===== src/rtl/display_pkg.sv =====
// Shared types and the seven-segment decoder used by the display stage.
// Segments are active-low with bit0 = a through bit6 = g.
package display_pkg;

    typedef logic [6:0] seg_t;

    typedef enum logic [1:0] {
        S_REG,
        S_BUS,
        S_DONE
    } state_t;

    localparam seg_t SEG_BLANK = 7'h7F;

    function automatic seg_t hex_to_seg(input logic [3:0] nib);
        seg_t seg;
        case (nib)
            4'h0:    seg = 7'h40;
            4'h1:    seg = 7'h79;
            4'h2:    seg = 7'h24;
            4'h3:    seg = 7'h30;
            4'h4:    seg = 7'h19;
            4'h5:    seg = 7'h12;
            4'h6:    seg = 7'h02;
            4'h7:    seg = 7'h78;
            4'h8:    seg = 7'h00;
            4'h9:    seg = 7'h10;
            4'hA:    seg = 7'h08;
            4'hB:    seg = 7'h03;
            4'hC:    seg = 7'h46;
            4'hD:    seg = 7'h21;
            4'hE:    seg = 7'h06;
            default: seg = 7'h0E;
        endcase
        return seg;
    endfunction

endpackage


===== src/rtl/display_debounce.sv =====
// Two-flop synchroniser for the asynchronous PEEKb switch followed by a
// debouncer that accepts a new level only after DEB_CYCLES stable samples.
module display_debounce #(
    parameter int unsigned DEB_CYCLES = 16
) (
    input  logic CLK,
    input  logic RST,
    input  logic i_raw,
    output logic o_pk
);

    localparam int unsigned CNT_W = $clog2(DEB_CYCLES + 1);

    logic             r_sync1;
    logic             r_sync2;
    logic             r_pk;
    logic [CNT_W-1:0] r_cnt;

    always_ff @(posedge CLK or posedge RST) begin
        if (RST) begin
            r_sync1 <= 1'b0;
            r_sync2 <= 1'b0;
            r_pk    <= 1'b0;
            r_cnt   <= '0;
        end else begin
            r_sync1 <= i_raw;
            r_sync2 <= r_sync1;
            // Count consecutive disagreements; any agreement restarts the window.
            if (r_sync2 != r_pk) begin
                if (r_cnt == CNT_W'(DEB_CYCLES - 1)) begin
                    r_pk  <= r_sync2;
                    r_cnt <= '0;
                end else begin
                    r_cnt <= r_cnt + 1'b1;
                end
            end else begin
                r_cnt <= '0;
            end
        end
    end

    assign o_pk = r_pk;

endmodule


===== src/rtl/display_ctrl.sv =====
// Display stage: registered bus LEDs, hex readout of REG/BUS/snapshot, timestep
// digit and a blinking DONE indicator, with a debounced PEEKb source select.
module display_ctrl
    import display_pkg::*;
#(
    parameter int unsigned DATA_W       = 10,
    parameter int unsigned NUM_DIG      = (DATA_W + 3) / 4,
    parameter int unsigned TIME_W       = 2,
    parameter int unsigned DEB_CYCLES   = 16,
    parameter int unsigned BLINK_CYCLES = 2_500_000
) (
    input  logic                 CLK,
    input  logic                 RST,
    input  logic [DATA_W-1:0]    BUS,
    input  logic [DATA_W-1:0]    REG,
    input  logic [TIME_W-1:0]    TIME,
    input  logic                 PEEKb,
    input  logic                 DONE,
    output logic [DATA_W-1:0]    LED_B,
    output logic [NUM_DIG*7-1:0] DHEX,
    output logic [6:0]           THEX,
    output logic                 LED_D
);

    localparam int unsigned PAD_W   = NUM_DIG * 4;
    localparam int unsigned BLINK_W = (BLINK_CYCLES > 1) ? $clog2(BLINK_CYCLES) : 1;

    logic                 w_pk;
    logic                 w_rise;
    state_t               w_state_d;
    logic [DATA_W-1:0]    w_snap_d;
    logic [DATA_W-1:0]    w_src;
    logic [PAD_W-1:0]     w_pad;
    logic [NUM_DIG*7-1:0] w_dhex_d;
    logic [BLINK_W-1:0]   w_blink_d;
    logic                 w_led_d_d;

    state_t               r_state;
    logic [DATA_W-1:0]    r_snap;
    logic                 r_done_prev;
    logic [BLINK_W-1:0]   r_blink;
    logic [DATA_W-1:0]    r_led_b;
    logic [NUM_DIG*7-1:0] r_dhex;
    logic [6:0]           r_thex;
    logic                 r_led_d;

    display_debounce #(
        .DEB_CYCLES (DEB_CYCLES)
    ) u_debounce (
        .CLK   (CLK),
        .RST   (RST),
        .i_raw (PEEKb),
        .o_pk  (w_pk)
    );

    assign w_rise = DONE & ~r_done_prev;

    always_comb begin
        w_state_d = r_state;
        w_snap_d  = r_snap;
        unique case (r_state)
            S_REG: begin
                if (w_rise) begin
                    w_state_d = S_DONE;
                    w_snap_d  = REG;
                end else if (w_pk) begin
                    w_state_d = S_BUS;
                end
            end
            S_BUS: begin
                if (w_rise) begin
                    w_state_d = S_DONE;
                    w_snap_d  = REG;
                end else if (!w_pk) begin
                    w_state_d = S_REG;
                end
            end
            S_DONE: begin
                if (!DONE) begin
                    w_state_d = w_pk ? S_BUS : S_REG;
                end
            end
            default: w_state_d = S_REG;
        endcase
    end

    // Source follows the next state so a transition is visible after the same edge.
    always_comb begin
        unique case (w_state_d)
            S_BUS:   w_src = BUS;
            S_DONE:  w_src = w_pk ? BUS : w_snap_d;
            default: w_src = REG;
        endcase
    end

    assign w_pad = PAD_W'(w_src);

    for (genvar gi = 0; gi < NUM_DIG; gi++) begin : g_dig
        assign w_dhex_d[gi*7 +: 7] = hex_to_seg(w_pad[gi*4 +: 4]);
    end

    always_comb begin
        w_blink_d = '0;
        w_led_d_d = 1'b0;
        if (w_state_d == S_DONE) begin
            if (r_state != S_DONE) begin
                w_led_d_d = 1'b1;
            end else if (r_blink == BLINK_W'(BLINK_CYCLES - 1)) begin
                w_led_d_d = ~r_led_d;
            end else begin
                w_blink_d = r_blink + 1'b1;
                w_led_d_d = r_led_d;
            end
        end
    end

    always_ff @(posedge CLK or posedge RST) begin
        if (RST) begin
            r_state     <= S_REG;
            r_snap      <= '0;
            r_done_prev <= 1'b0;
            r_blink     <= '0;
            r_led_b     <= '0;
            r_dhex      <= {NUM_DIG{SEG_BLANK}};
            r_thex      <= SEG_BLANK;
            r_led_d     <= 1'b0;
        end else begin
            r_state     <= w_state_d;
            r_snap      <= w_snap_d;
            r_done_prev <= DONE;
            r_blink     <= w_blink_d;
            r_led_b     <= BUS;
            r_dhex      <= w_dhex_d;
            r_thex      <= hex_to_seg(4'(TIME));
            r_led_d     <= w_led_d_d;
        end
    end

    assign LED_B = r_led_b;
    assign DHEX  = r_dhex;
    assign THEX  = r_thex;
    assign LED_D = r_led_d;

endmodule

===== config.mk =====
export PLATFORM = sky130hd
export DESIGN_NAME = display_ctrl
export DESIGN_NICKNAME = d
export VERILOG_FILES = /design/src/rtl/display_pkg.sv /design/src/rtl/display_debounce.sv /design/src/rtl/display_ctrl.sv
export SDC_FILE = /design/constraint.sdc
export NUM_CORES = 1
export LEC_CHECK = 0
export BUFFER_PORTS_ARGS = -buffer_cell sky130_fd_sc_hd__buf_4
export CORE_UTILIZATION = 50
export CTS_BUF_LIST = sky130_fd_sc_hd__clkbuf_8
export CTS_CLUSTER_DIAMETER = 30
export DETAILED_ROUTE_END_ITERATION = 12
export MAX_ROUTING_LAYER = met4
export PLACE_DENSITY_LB_ADDON = 0.25
export RECOVER_POWER = 50
export SYNTH_ARGS = -nofsm -noshare
export SYNTH_HDL_FRONTEND = slang
export SYNTH_SLANG_ARGS = --single-unit

===== constraint.sdc =====
create_clock -name CLK -period 4.2 [get_ports CLK]
set_input_delay 0.42 -clock CLK [delete_from_list [all_inputs] [get_ports CLK]]
set_output_delay 0.42 -clock CLK [all_outputs]
set_load 0.05 [all_outputs]

* After elaboration in Yosys (flattened, before gate mapping)
Memory sizes are Yosys's and may differ from the RTL's. A register that Yosys moved wholly into a read port is not among the register bits.
Index checks and enable logic that the tools add are counted.
Widths: inputs -> output; s select.
** Word-level totals
- Input port bits :: 26
- Flip-flop bits (word level) :: 61
- Memories kept :: 3
- Bits in read-only memories :: 336
- Output and inout port bits :: 39
- Word-level logic and storage cells :: 55
** Operators by class
- Bitwise logic cells :: 3
- $add $sub $neg :: 2
- Reduce and logical (&&, ||, !) cells :: 4
- Eq/ne operators :: 12
- Multiplexer cells :: 20
** Memory list
- (name not given) :: words 16, width 7, rd ports 1, clocked after memory_dff 1, wr ports 0, line display_pkg.sv:17 : case (nib)
- (name not given) :: words 16, width 7, rd ports 1, clocked after memory_dff 1, wr ports 0, line display_pkg.sv:17
- (name not given) :: words 16, width 7, rd ports 1, clocked after memory_dff 1, wr ports 0, line display_pkg.sv:17
** Operator list (count)
- $mux 22 :: 3
- $mux 10 :: 3
- $pmux 7 s4 :: 1
- $add 22x1->22 const B :: 1
- $eq 22x22->1 const B :: 1
- $pmux 10 s2 :: 1
- $mux 2 :: 5
- $mux 5 :: 2
- $eq 2x2->1 const B :: 4
- $eq 2x1->1 const B :: 3
- $pmux 2 s3 :: 1
- $add 5x1->5 const B :: 1
- $eq 5x4->1 const B :: 1
- $logic_not 2->1 :: 2
- $mux 1 :: 4
- $ne 3x1->1 const B :: 1
- $ne 2x2->1 const B :: 1
- $not 1->1 :: 2
- $reduce_and 2->1 :: 1
- $reduce_or 2->1 :: 1
- $and 1x1->1 :: 1
- $ne 1x1->1 :: 1

* Longest topological paths before layout
Gate-level depths: netlist of run 1.
- Depth after elaboration :: 6
- Mapped depth :: 14
- Gate-level depth less buffers :: 13

* Hierarchy
A second synthesis of run 1 with hierarchy kept.
** Unflattened totals
- Cells, all modules :: 335
- Area, all modules :: 3808.7 µm²
** By module, submodules not included
- display_ctrl :: area an instance 3500.9 µm², times used 1, cells an instance 311, sequential area each 1808.0 µm²
- display_debounce :: area an instance 307.8 µm², times used 1, cells an instance 24, sequential area each 200.2 µm²

* Least setup slack after synthesis of run 1
No wires, ideal clock.
- Path kind :: register to register
- From :: reg u_debounce.r_pk (netlist: u_debounce.o_pk)
- To :: reg r_dhex[7] (netlist: DHEX[7])
- Library setup time :: 83 ps
- Slack :: 1114 ps
- Cell stages (with the launch flop) :: 13
- Clock period less this slack :: 3086 ps
- Required time :: 4117 ps
- Arrival time :: 3002 ps
- Buffers on the path :: 4
- Cell sequence :: dfrtp_1 buf_2 buf_1 o21a_1 ha_1 buf_2 clkbuf_1 nor2b_1 a221oi_1 inv_1 ha_1 and3b_1 a221o_1
** On the way
- Cells in the longest elaborated chain, start to end :: 5
- Elaborated cells on any way between the ends :: 11
- Those cells by class :: eq/ne: 2; mux: 9
** RTL lines
- start: declaration :: line display_debounce.sv:16 : logic r_pk;
- start signal: assignment :: line display_debounce.sv:31 : r_pk <= r_sync2;
- $mux 1, or another cell as far along :: line display_ctrl.sv:80 : w_state_d = w_pk ? S_BUS : S_REG;
- $mux 2 (on tied branches) :: line display_ctrl.sv:79, display_ctrl.sv:63, display_ctrl.sv:71
- $pmux 2 s3 (*) :: line display_ctrl.sv:61 : unique case (r_state)
- named net w_state_d[0] :: line display_ctrl.sv:30 : state_t w_state_d;
- $eq 2x2->1 or $eq 2x1->1 (tied branches) :: line display_ctrl.sv:89 : unique case (w_state_d)
- $pmux 10 s2 (*) :: line display_ctrl.sv:89
- end: declaration :: line display_ctrl.sv:43 : logic [NUM_DIG*7-1:0] r_dhex;
The timed path passes the listed nets; every way through them passes the cells marked *.
A chain may end at the register's enable or synchronous reset.

* Worst setup path in the final report of run 1
- From :: reg r_state[1]
- To :: reg r_dhex[7] (netlist: DHEX[7])
** On the way
- Cells in the longest elaborated chain, start to end :: 5
- Elaborated cells on any way between the ends :: 15
- Those cells by class :: eq/ne: 4; mux: 9; reduce/logical: 2
** RTL lines
- start: declaration :: line display_ctrl.sv:38 : state_t r_state;
- start signal: assignment :: line display_ctrl.sv:128 : r_state <= w_state_d;
- $mux 2, or another cell as far along :: line display_ctrl.sv:74 : end else if (!w_pk) begin
- $mux 2, or another cell as far along :: line display_ctrl.sv:71 : if (w_rise) begin
- $pmux 2 s3 or $mux 10 (tied branches)
- $eq 2x2->1, or another cell as far along :: line display_ctrl.sv:89
- $pmux 10 s2 (*) :: line display_ctrl.sv:89
Every way passes the cells marked *; elsewhere a longest branch is shown, timed or not.

==> flow_summary_export.csv, run 1 <==
group,metric,value,unit
cts,numCtsBuffers,9,
critical_path,crit_path_cell_trace,"nor2b_1, o21ai_0, ha_1, nand2b_1, a21oi_1, o21a_1, a221oi_1, inv_1, ha_1, and3b_1, a221o_1",
sta,tightest_slew,1681,ps
floorplan,rows,31,
synth,synth_most_common_cell,"dfrtp_1",
floorplan,core,7331,um^2
sta,period_share,89.01,%
routing,dr.pass1.iters,4,
sta,max_freq,267.5,MHz
cells_and_area,antennaDiodeCount,0,
routing,ant_nets,0,
global_route,grt_pass1_vias,2639,
routing,via_per_inst,5.108,
synth,synthesis.nets,381,
cells_and_area,regArea,2008,um^2
pwr,seq_power_share,46.5,%
global_route,track_usage,21.14,%
cells_and_area,nets,445,
floorplan,boundaryPins,65,
sta,rsz0062_at_grt,"false",
cts,clkSinkCount,79,
global_route,antenna_found_initial,0,
floorplan,die_area,8026,um^2
cells_and_area,design_area,4537,um^2
synth,yosysTopAreaCellShare,35.23,%
global_route,grt-ovfl-total,0,
sta,setup_tns,0,ps
floorplan,die_y,89.59,um
pwr,swShare,29.85,%
pwr,p_int,1.304,mW
synth,syn_avg_cell_area,11.32,um^2
cells_and_area,drive_gt1_share,29.66,%
cells_and_area,fillCellCount,610,
sta,hold_viol_final,0,
critical_path,critPathKind,"reg -> reg",
cells_and_area,post-route-util,61.89,%
sta,fin_hold_ws,187.4,ps
placed_design,gp_congestion,0.8356,
hold_path,min_path_type,"in -> reg",
synth,synth_flop_cell,"dfrtp_1",
sta,slew_headroom,-12.18,%
synth,synth-warning-count,0,
pwr,power.density,409.6,nW/um^2
placed_design,dpl-instance-area,4379,um^2
critical_path,worstPathArrival,4010,ps
critical_path,start_kind,"flop",
status,status,"finished with violations",
synth,ys_top_cells_by_area,"dfrtp_1, dfstp_2, ha_1",
global_route,grt_pass1_wl,12390,um
pwr,power.switching,0.5548,mW
placed_design,port_buffers,64,
routing,vias,2590,
critical_path,cp.required,4480,ps
cts,htreeDepth,3,
floorplan,dieWidth,89.59,um
critical_path,cp_max_fo,20,
cts,cts_resized,0,
cts,postCtsSetupRepairBufs,0,
synth,netlist_area,3836,um^2
synth,synth.distinct_cells,48,
synth,synthArstFlopShare,100.0,%
pwr,p_comb_share,21.9,%
pwr,power.leakage,2.021,nW
job,max_cap_violations,1,
cells_and_area,multiInputGateArea,1654,um^2
synth,yosys.area.top_type,"dfrtp_1",
status,failed_checks,"max-capacitance violations, max-slew violations",
pwr,peakVddDrop,0.2103,mV
routing,drtIter0Drc,79,
synth,synth_edf_count,0,
global_route,grt_max_degree,48,
critical_path,cp_slowest_cell,"ha_1",
routing,post_drt_wl_per_cell,14.14,um
pwr,clkPwrFrac,31.6,%
sta,drv_slew,48,
routing,drc,0,
critical_path,crit_path_end_kind,"flop",
placed_design,dpl.hpwl,5153,um
synth,seq_area_frac_synth,52.35,%
critical_path,cpMostUsedCell,"ha_1",
cells_and_area,areaGrowthSynthToFinish,18.26,%
cts,cts.path.max_buffers,2,
sta,setup-violations-final,0,
sta,skew,12.30,ps
cts,cts_tree,"yes",
floorplan,start_util,52.33,%
cts,clk_pin_slew,80,ps
cts,clock_latency,350,ps
synth,synthesis.instances,339,
critical_path,critical-path-max-stage-delay,670,ps
synth,synth_common_cells,"dfrtp_1, nor2_1, dfstp_2, nand2_1, inv_1",
sta,min_period,3738,ps
cts,cts-root-buf,"clkbuf_8",
cts,cts_hold_buf,0,
routing,wirelength,7168,um
synth,ys_ff_latch,79,
[metrics by stage]
step / total power, mW / instances / worst slack, ps
finish: 1.858 / 507 / 461.7
global route: 1.948 / 507 / 45.23
CTS: 1.885 / 507 / 492.4
detailed placement: 1.296 / 491 / 489.1
global placement: 1.286 / 491 / 727.6
floorplan: 1.182 / 339 / 1114
[cell usage in the layout (no fill, tap or decap), types with 3 or more instances in the layout]
| master | n |
|---|---|
| a211oi_2 | 5 |
| a22o_1 | 3 |
| and3_1 | 3 |
| and4_1 | 3 |
| buf_4 | 49 |
| clkbuf_1 | 14 |
| clkbuf_4 | 7 |
| clkbuf_8 | 12 |
| dfrtp_1 | 54 |
| dfstp_2 | 25 |
| ha_1 | 16 |
| inv_1 | 20 |
| mux2_2 | 15 |
| mux2i_1 | 12 |
| nand2_1 | 21 |
| nand2b_1 | 10 |
| nand3_1 | 12 |
| nand4_1 | 6 |
| nor2_1 | 34 |
| nor2b_1 | 4 |
| nor4_1 | 4 |
| nor4b_1 | 8 |
| o21ai_0 | 10 |
| xnor2_1 | 9 |
| xor2_1 | 17 |
[final timing paths]
| path | slack (ps) | to | depth (start not counted) | from |
|---|---|---|---|---|
| worst max-delay path | 460 | DHEX[7]$_DFF_PP1_ | 11 | r_state[1]$_DFF_PP0_ |
| min in group asynchronous | 590 | u_debounce.r_sync1$_DFF_PP0_ | 2 | RST |
| max in group asynchronous | 1970 | r_blink[11]$_DFF_PP0_ | 3 | RST |
| worst min-delay path | 190 | u_debounce.r_sync1$_DFF_PP0_ | 1 | PEEKb |
| worst max register to register | 460 | DHEX[7]$_DFF_PP1_ | 11 | r_state[1]$_DFF_PP0_ |
| worst min register to register | 380 | u_debounce.r_sync2$_DFF_PP0_ | 0 | u_debounce.r_sync1$_DFF_PP0_ |
[power groups by stage]
stage | combinational, mW | sequential [mW] | clock, mW
after floorplan | 0.170 | 1.01 | 0
after global placement | 0.409 | 0.877 | 0
after detailed placement | 0.417 | 0.879 | 0
after CTS | 0.417 | 0.865 | 0.602
after global routing | 0.441 | 0.872 | 0.635
final | 0.407 | 0.865 | 0.587
[registers in the layout, indices dropped and copies added, names as in the netlist, 2 cells and up]
| name | cells |
|---|---|
| LED_B | 10 |
| r_snap | 10 |
| THEX | 5 |
| u_debounce.r_cnt | 5 |
| DHEX | 20 |
| r_blink | 22 |
| r_state | 2 |
[logic make-up (layout without fill, tap and decap cells)]
family | after synthesis | after routing | share of synthesized area, %
buf+inv | 35 | 104 | 4.533
xor+xnor | 26 | 26 | 5.936
compound gates | 36 | 36 | 7.632
mux | 27 | 27 | 7.534
other cells | 1 | 1 | 0.09775
flops | 79 | 79 | 52.35
simple gates | 119 | 119 | 16.70
fa+ha+maj | 16 | 16 | 5.218
[area by class of cell]
| type | count | area share [%] |
|---|---|---|
| well taps | 99 | 2.730 |
| clock buffers | 12 | 3.640 |
| repair buffers | 70 | 10.42 |
| multi-input cells | 225 | 36.46 |
| clock inverters | 4 | 0.9928 |
| inverters | 18 | 1.489 |
| flip-flops and latches | 79 | 44.26 |
[critical path, delay by kind of cell (launching register included)]
family                     cells  cell delay [ps]
buffers and inverters          1              220
AOI/OAI and AO/OA              5             1160
adders and majority gates      2              970
and+or+nand+nor                3              880
DFF                            1              430
[per-layer routing]
metal,global-route usage [%],vias to the layer above,share of wire [%]
li1,-,1285,-
met1,26.18,1249,46
met2,34.16,47,49
met3,5.393,9,3.6
met4,6.494,0,1.6
met5,-,-,0
Note: power is estimated with default switching activity, not from simulation.
==> run 2, diff against run 1 <==
--- a/config.mk
+++ b/config.mk
@@ -5,14 +5,16 @@
 export SDC_FILE = /design/constraint.sdc
 export NUM_CORES = 1
 export LEC_CHECK = 0
+export ABC_AREA = 1
 export BUFFER_PORTS_ARGS = -buffer_cell sky130_fd_sc_hd__buf_4
 export CORE_UTILIZATION = 50
 export CTS_BUF_LIST = sky130_fd_sc_hd__clkbuf_8
 export CTS_CLUSTER_DIAMETER = 30
 export DETAILED_ROUTE_END_ITERATION = 12
 export MAX_ROUTING_LAYER = met4
-export PLACE_DENSITY_LB_ADDON = 0.25
+export PLACE_DENSITY = 0.8
 export RECOVER_POWER = 50
+export REMOVE_ABC_BUFFERS = 1
 export SYNTH_ARGS = -nofsm -noshare
 export SYNTH_HDL_FRONTEND = slang
 export SYNTH_SLANG_ARGS = --single-unit
==> run 2 against run 1 <==
  * Sequential power increased by 3.2%
  * Critical endpoint is now DHEX[2]$_DFF_PP1_
  * Routed wire length is 24% higher
  * Cell count up 29%
  * The flow still finishes with violations (max-capacitance violations, max-slew violations)
  * Die area is 7.4% higher
==> flow_summary_export.csv, run 2 <==
group,metric,value,unit
status,status,"finished with violations",
status,failed_checks,"max-capacitance violations, max-slew violations",
synth,synth_common_cells,"nand2_1, nor2_1, dfrtp_1, nand3_1, inv_1",
global_route,grt-ovfl-total,0,
hold_path,min_path_type,"in -> reg",
critical_path,r2r_cells,10,
critical_path,worstPathArrival,3630,ps
routing,post_drt_wl_per_cell,13.62,um
pwr,p_int,1.303,mW
cts,numCtsBuffers,9,
cts,clk_pin_slew,80,ps
synth,seq_area_frac_synth,48.67,%
cts,cts.path.max_buffers,2,
cells_and_area,nets,588,
routing,wirelength,8896,um
sta,hold_viol_final,0,
synth,yosysTopAreaCellShare,32.75,%
critical_path,reg2reg_to,"DHEX[2]$_DFF_PP1_",
synth,synth_most_common_cell,"nand2_1",
sta,min_period,3342,ps
sta,period_share,79.56,%
synth,netlist_area,4126,um^2
pwr,peakVddDrop,0.2757,mV
cts,htreeDepth,3,
sta,setup-violations-final,0,
synth,synth.distinct_cells,42,
sta,slew_headroom,-39.46,%
routing,ant_nets,0,
global_route,antenna_found_initial,0,
critical_path,start_kind,"flop",
critical_path,rrSetupSlack,860,ps
global_route,track_usage,22.68,%
placed_design,dpl.hpwl,6347,um
floorplan,rows,32,
routing,via_per_inst,5.224,
cts,cts_resized,0,
floorplan,die_area,8620,um^2
hold_path,min_to,"THEX[4]$_DFF_PP1_",
synth,yosys.area.top_type,"dfrtp_1",
cts,postCtsSetupRepairBufs,0,
floorplan,boundaryPins,65,
critical_path,reg2reg_from,"r_state[1]$_DFF_PP0_",
cells_and_area,final_cell_mix,"nand2_1, nor2_1, dfrtp_1",
global_route,grt_pass1_vias,3238,
sta,tightest_slew,2080,ps
sta,rsz0062_at_grt,"false",
cells_and_area,final_common_cell,"nand2_1",
floorplan,start_util,52.58,%
synth,synth-warning-count,0,
pwr,clkPwrFrac,27.3,%
sta,skew,4.004,ps
cts,cts_hold_buf,0,
pwr,power.density,430.5,nW/um^2
pwr,seq_power_share,43.8,%
critical_path,cp.required,4490,ps
placed_design,gp_congestion,0.9041,
cells_and_area,largest-register,"r_blink",
floorplan,die_y,92.85,um
job,max_cap_violations,2,
routing,drc,0,
global_route,grt_pass1_wl,15020,um
cts,clkSinkCount,79,
sta,drv_slew,82,
critical_path,critPathKind,"reg -> reg",
pwr,swShare,36.09,%
synth,syn_avg_cell_area,8.491,um^2
cts,cts_tree,"yes",
synth,ys_ff_latch,79,
pwr,power.switching,0.7362,mW
floorplan,core,7848,um^2
floorplan,dieWidth,92.85,um
routing,dr.pass1.iters,7,
global_route,grt_max_degree,49,
pwr,p_comb_share,28.9,%
cts,cts-root-buf,"clkbuf_8",
cells_and_area,largest_reg_flops,22,
routing,drtIter0Drc,169,
placed_design,port_buffers,64,
critical_path,cp_max_fo,13,
sta,setup_tns,0,ps
synth,ys_top_cells_by_area,"dfrtp_1, dfstp_2, nand2_1",
placed_design,dp_worst_setup_slack,1309,ps
synth,synthesis.instances,486,
cells_and_area,drive_gt1_share,24.14,%
synth,synth_flop_cell,"dfrtp_1",
cells_and_area,antennaDiodeCount,0,
cells_and_area,fillCellCount,694,
hold_path,min-delay-start,"TIME[0]",
synth,synthArstFlopShare,100.0,%
cells_and_area,areaGrowthSynthToFinish,14.83,%
hold_path,whs_path_depth,1,
sta,setup_slack,858.4,ps
synth,synth_edf_count,0,
sta,max_freq,299.3,MHz
pwr,power.leakage,2.307,nW
critical_path,crit_path_end_kind,"flop",
cts,clock_latency,350,ps
routing,vias,3411,
## run 2: cell count changes in the layout (fill, tap and decap cells not counted), sizes merged, moves of 8 or more
cell and delta:
a211oi -8, a21oi +23, clkbuf -8, inv +28
mux2 -15, mux2i -12, nand2 +112, nand2b -10
nand3 +39, nor2 +32, nor4b -8, xnor2 -8
xor2 -12
## run 2: routing by layer
layer	GRT usage [%]	share of wire (%)	vias up
li1	-	-	1661
met1	27.88	43	1630
met2	37.87	50	109
met3	4.023	5.4	11
met4	7.564	1.3	0
met5	-	0	-
## run 2: critical path, stage by stage (launching register included)
cell	delay, ps
dfrtp_1	410
clkinvlp_2	200
nand3_1	440
o21ai_0	340
inv_1	80
ha_1	490
inv_2	280
or2_0	410
a21boi_1	400
nand3_1	130
o21ai_1	90
## run 2: layout make-up
class / count / area [um^2] / share of cell area, %
flip-flops and latches: 79 / 2008 / 42.38
multi-input cells: 343 / 1790 / 37.79
repair buffers: 65 / 439.2 / 9.269
inverters: 48 / 182.7 / 3.855
well taps: 102 / 127.6 / 2.693
clock buffers: 9 / 123.9 / 2.614
clock inverters: 7 / 66.31 / 1.400
## run 2: cell families after synthesis
logic type                 synth area share [%]
other                                   0.09088
adders and majority gates                 4.851
and+or+nand+nor                           30.41
DFF                                       48.67
buffers and inverters                     7.641
AOI/OAI and AO/OA                         7.065
xor gates and xnor gates                  1.273
## run 2: how the worst max path moves through the flow
stage                         startpoint                 to  slack [ps]  cells after the start
detailed placement                  DONE  DHEX[2]$_DFF_PP1_        1310                      9
finish              r_state[1]$_DFF_PP0_  DHEX[2]$_DFF_PP1_         860                     10
CTS                 r_state[1]$_DFF_PP0_  DHEX[1]$_DFF_PP1_        1270                     11
floorplan           r_state[1]$_DFF_PP0_  DHEX[2]$_DFF_PP1_        1790                     11
global placement                    DONE  DHEX[2]$_DFF_PP1_        1450                      9
global route        r_state[1]$_DFF_PP0_  DHEX[1]$_DFF_PP1_         570                     10
## run 2: stage by stage
step	power (mW)	instance area, um^2	std cells	hold slack, ps	utilization [%]
after CTS	2.056	4801	653	163.9	61.18
final	2.040	4738	653	171.6	60.38
after global routing	2.133	4738	653	172.4	60.38
after floorplan	1.332	3994	470	331.2	-
after global placement	1.488	4611	637	339.4	58.75
after detailed placement	1.501	4611	637	354.2	58.75
## run 2: power groups by stage
stage                     registers, mW  logic [mW]  clock network [mW]
after detailed placement          0.905       0.595                   0
after global routing              0.900       0.638               0.595
after global placement            0.905       0.583                   0
final                             0.893       0.590               0.557
after CTS                         0.894       0.597               0.566
after floorplan                    1.10       0.236                   0
==> run 3, diff against run 2 <==
==> constraint.sdc (replaced) <==
create_clock -name CLK -period 3.5 [get_ports CLK]
set_input_delay 0.35 -clock CLK [delete_from_list [all_inputs] [get_ports CLK]]
set_output_delay 0.35 -clock CLK [all_outputs]
set_load 0.05 [all_outputs]
==> run 3 against run 2 <==
  * The flow still finishes with violations (max-capacitance violations, max-slew violations)
  * Utilization about the same
  * Non-clock buffer count unchanged
  * Clock-buffer cell count unchanged
  * Largest power group unchanged
  * Highest routed layer unchanged
==> flow_summary_export.csv, run 3 (synthesis gave the netlist of run 2 again) <==
group,metric,value,unit
routing,via_per_inst,5.116,
cells_and_area,fillCellCount,704,
floorplan,start_util,52.58,%
cells_and_area,largest_reg_flops,22,
critical_path,reg2reg_from,"r_done_prev$_DFF_PP0_",
routing,wirelength,8647,um
critical_path,worstPathArrival,3170,ps
critical_path,startpoint,"r_done_prev$_DFF_PP0_",
placed_design,gp_congestion,0.8755,
floorplan,die_y,92.85,um
routing,dr.pass1.iters,5,
placed_design,dpl.hpwl,6378,um
routing,ant_nets,0,
cts,cts_resized,0,
floorplan,rows,32,
critical_path,crit_path_end_kind,"flop",
cells_and_area,multiInputGateArea,1798,um^2
hold_path,min-delay-start,"TIME[0]",
global_route,grt_max_degree,57,
sta,tightest_slew,2280,ps
pwr,power.density,506.9,nW/um^2
cells_and_area,final_common_cell,"nand2_1",
sta,setup-violations-final,0,
floorplan,die_area,8620,um^2
cells_and_area,drive_gt1_share,24.14,%
sta,hold_viol_final,0,
routing,post_drt_wl_per_cell,13.24,um
critical_path,crit_cells,10,
global_route,track_usage,22.40,%
cts,cts.path.max_buffers,2,
routing,drtIter0Drc,146,
global_route,grt_pass1_vias,3253,
floorplan,core,7848,um^2
pwr,power.leakage,2.302,nW
critical_path,r2r_cells,10,
job,max_cap_violations,1,
floorplan,dieWidth,92.85,um
cts,cts_hold_buf,0,
cts,clk_pin_slew,90,ps
sta,drv_slew,57,
hold_path,whs_path_depth,1,
sta,fin_hold_ws,94.50,ps
sta,rsz0062_at_grt,"false",
critical_path,path_delay_family,"simple AND/OR/NAND/NOR gates",
critical_path,cp_max_fo,13,
placed_design,port_buffers,64,
cts,htreeDepth,3,
cts,numCtsBuffers,9,
critical_path,cp.required,3800,ps
cells_and_area,nets,588,
sta,slew_headroom,-52.86,%
cells_and_area,antennaDiodeCount,0,
global_route,grt-ovfl-total,0,
status,failed_checks,"max-capacitance violations, max-slew violations",
critical_path,start_kind,"flop",
cts,clock_latency,360,ps
sta,max_freq,348.6,MHz
cts,clkSinkCount,79,
global_route,antenna_found_initial,0,
sta,min_period,2869,ps
sta,setup_tns,0,ps
critical_path,crit_path_cell_trace,"inv_1, nand3_4, o21ai_0, inv_1, ha_1, inv_2, or2_0, a21boi_1, nand3_1, nand2_1",
routing,vias,3341,
cells_and_area,post-route-util,60.35,%
sta,skew,7.598,ps
cts,postCtsSetupRepairBufs,0,
status,status,"finished with violations",
cells_and_area,largest-register,"r_blink",
critical_path,rrSetupSlack,630,ps
critical_path,cp_slowest_cell,"ha_1",
cells_and_area,regArea,2008,um^2
cts,cts_tree,"yes",
critical_path,cpMostUsedCell,"inv_1",
cts,cts-root-buf,"clkbuf_8",
routing,drc,0,
floorplan,boundaryPins,65,
cells_and_area,final_cell_mix,"nand2_1, nor2_1, dfrtp_1",
critical_path,critPathKind,"reg -> reg",
pwr,peakVddDrop,0.2932,mV
critical_path,path_buf_inv,3,
sta,period_share,81.97,%
hold_path,min_path_type,"in -> reg",
cells_and_area,areaGrowthSynthToFinish,14.77,%
critical_path,critical-path-max-stage-delay,470,ps
global_route,grt_pass1_wl,14680,um
## run 3: cell count changes in the layout (fill, tap and decap cells not counted), sizes merged
cell      previous run  this run
clkinvlp             4         3
inv                 48        50
bufinv               1         0
## run 3: final timing paths
check,endpoint
setup reg to reg,DHEX[6]$_DFF_PP1_
hold / removal,THEX[4]$_DFF_PP1_
setup / recovery,DHEX[6]$_DFF_PP1_
hold reg to reg,u_debounce.r_sync2$_DFF_PP0_
min in group asynchronous,r_blink[0]$_DFF_PP0_
max in group asynchronous,r_blink[16]$_DFF_PP0_
## run 3: final cells by class
class	instances	area share [%]
Multi-Input combinational cell	343	37.97
Clock buffer	9	2.616
Timing Repair Buffer	65	9.273
Clock inverter	7	1.162
Inverter	48	3.884
Tap cell	102	2.695
Sequential cell	79	42.40
## run 3: power breakdown
part / leakage (nW) / total [mW] / internal [mW] / switching, mW
registers: 0.965 / 1.07 / 1.04 / 0.0346
clock network: 0.0866 / 0.624 / 0.264 / 0.360
logic: 1.25 / 0.706 / 0.205 / 0.501
## run 3: worst register-to-register path, stage by stage (launching register included)
cell      delay [ps]
dfrtp_1          370
inv_1            170
nand3_4          210
o21ai_0          220
inv_1             90
ha_1             470
inv_2            280
or2_0            410
a21boi_1         370
nand3_1          130
nand2_1          100
## run 3: routing by layer
| layer | part of all wire, % | vias up | global-route usage (%) |
|---|---|---|---|
| met5 | 0 | - | - |
| met4 | 1.7 | 0 | 9.744 |
| met3 | 4.2 | 12 | 2.791 |
| met2 | 50 | 84 | 36.46 |
| met1 | 45 | 1573 | 28.16 |
| li1 | - | 1672 | - |
## run 3: metrics by stage
stage,power [mW],std cells,instance area [um^2],setup slack (ps)
5_1_grt,2.523,653,4736,280.0
4_1_cts,2.426,653,4790,618.8
3_3_place_gp,1.791,637,4611,791.1
6_report,2.401,653,4736,631.0
3_5_place_dp,1.798,637,4611,668.3
2_1_floorplan,1.599,470,3994,1086
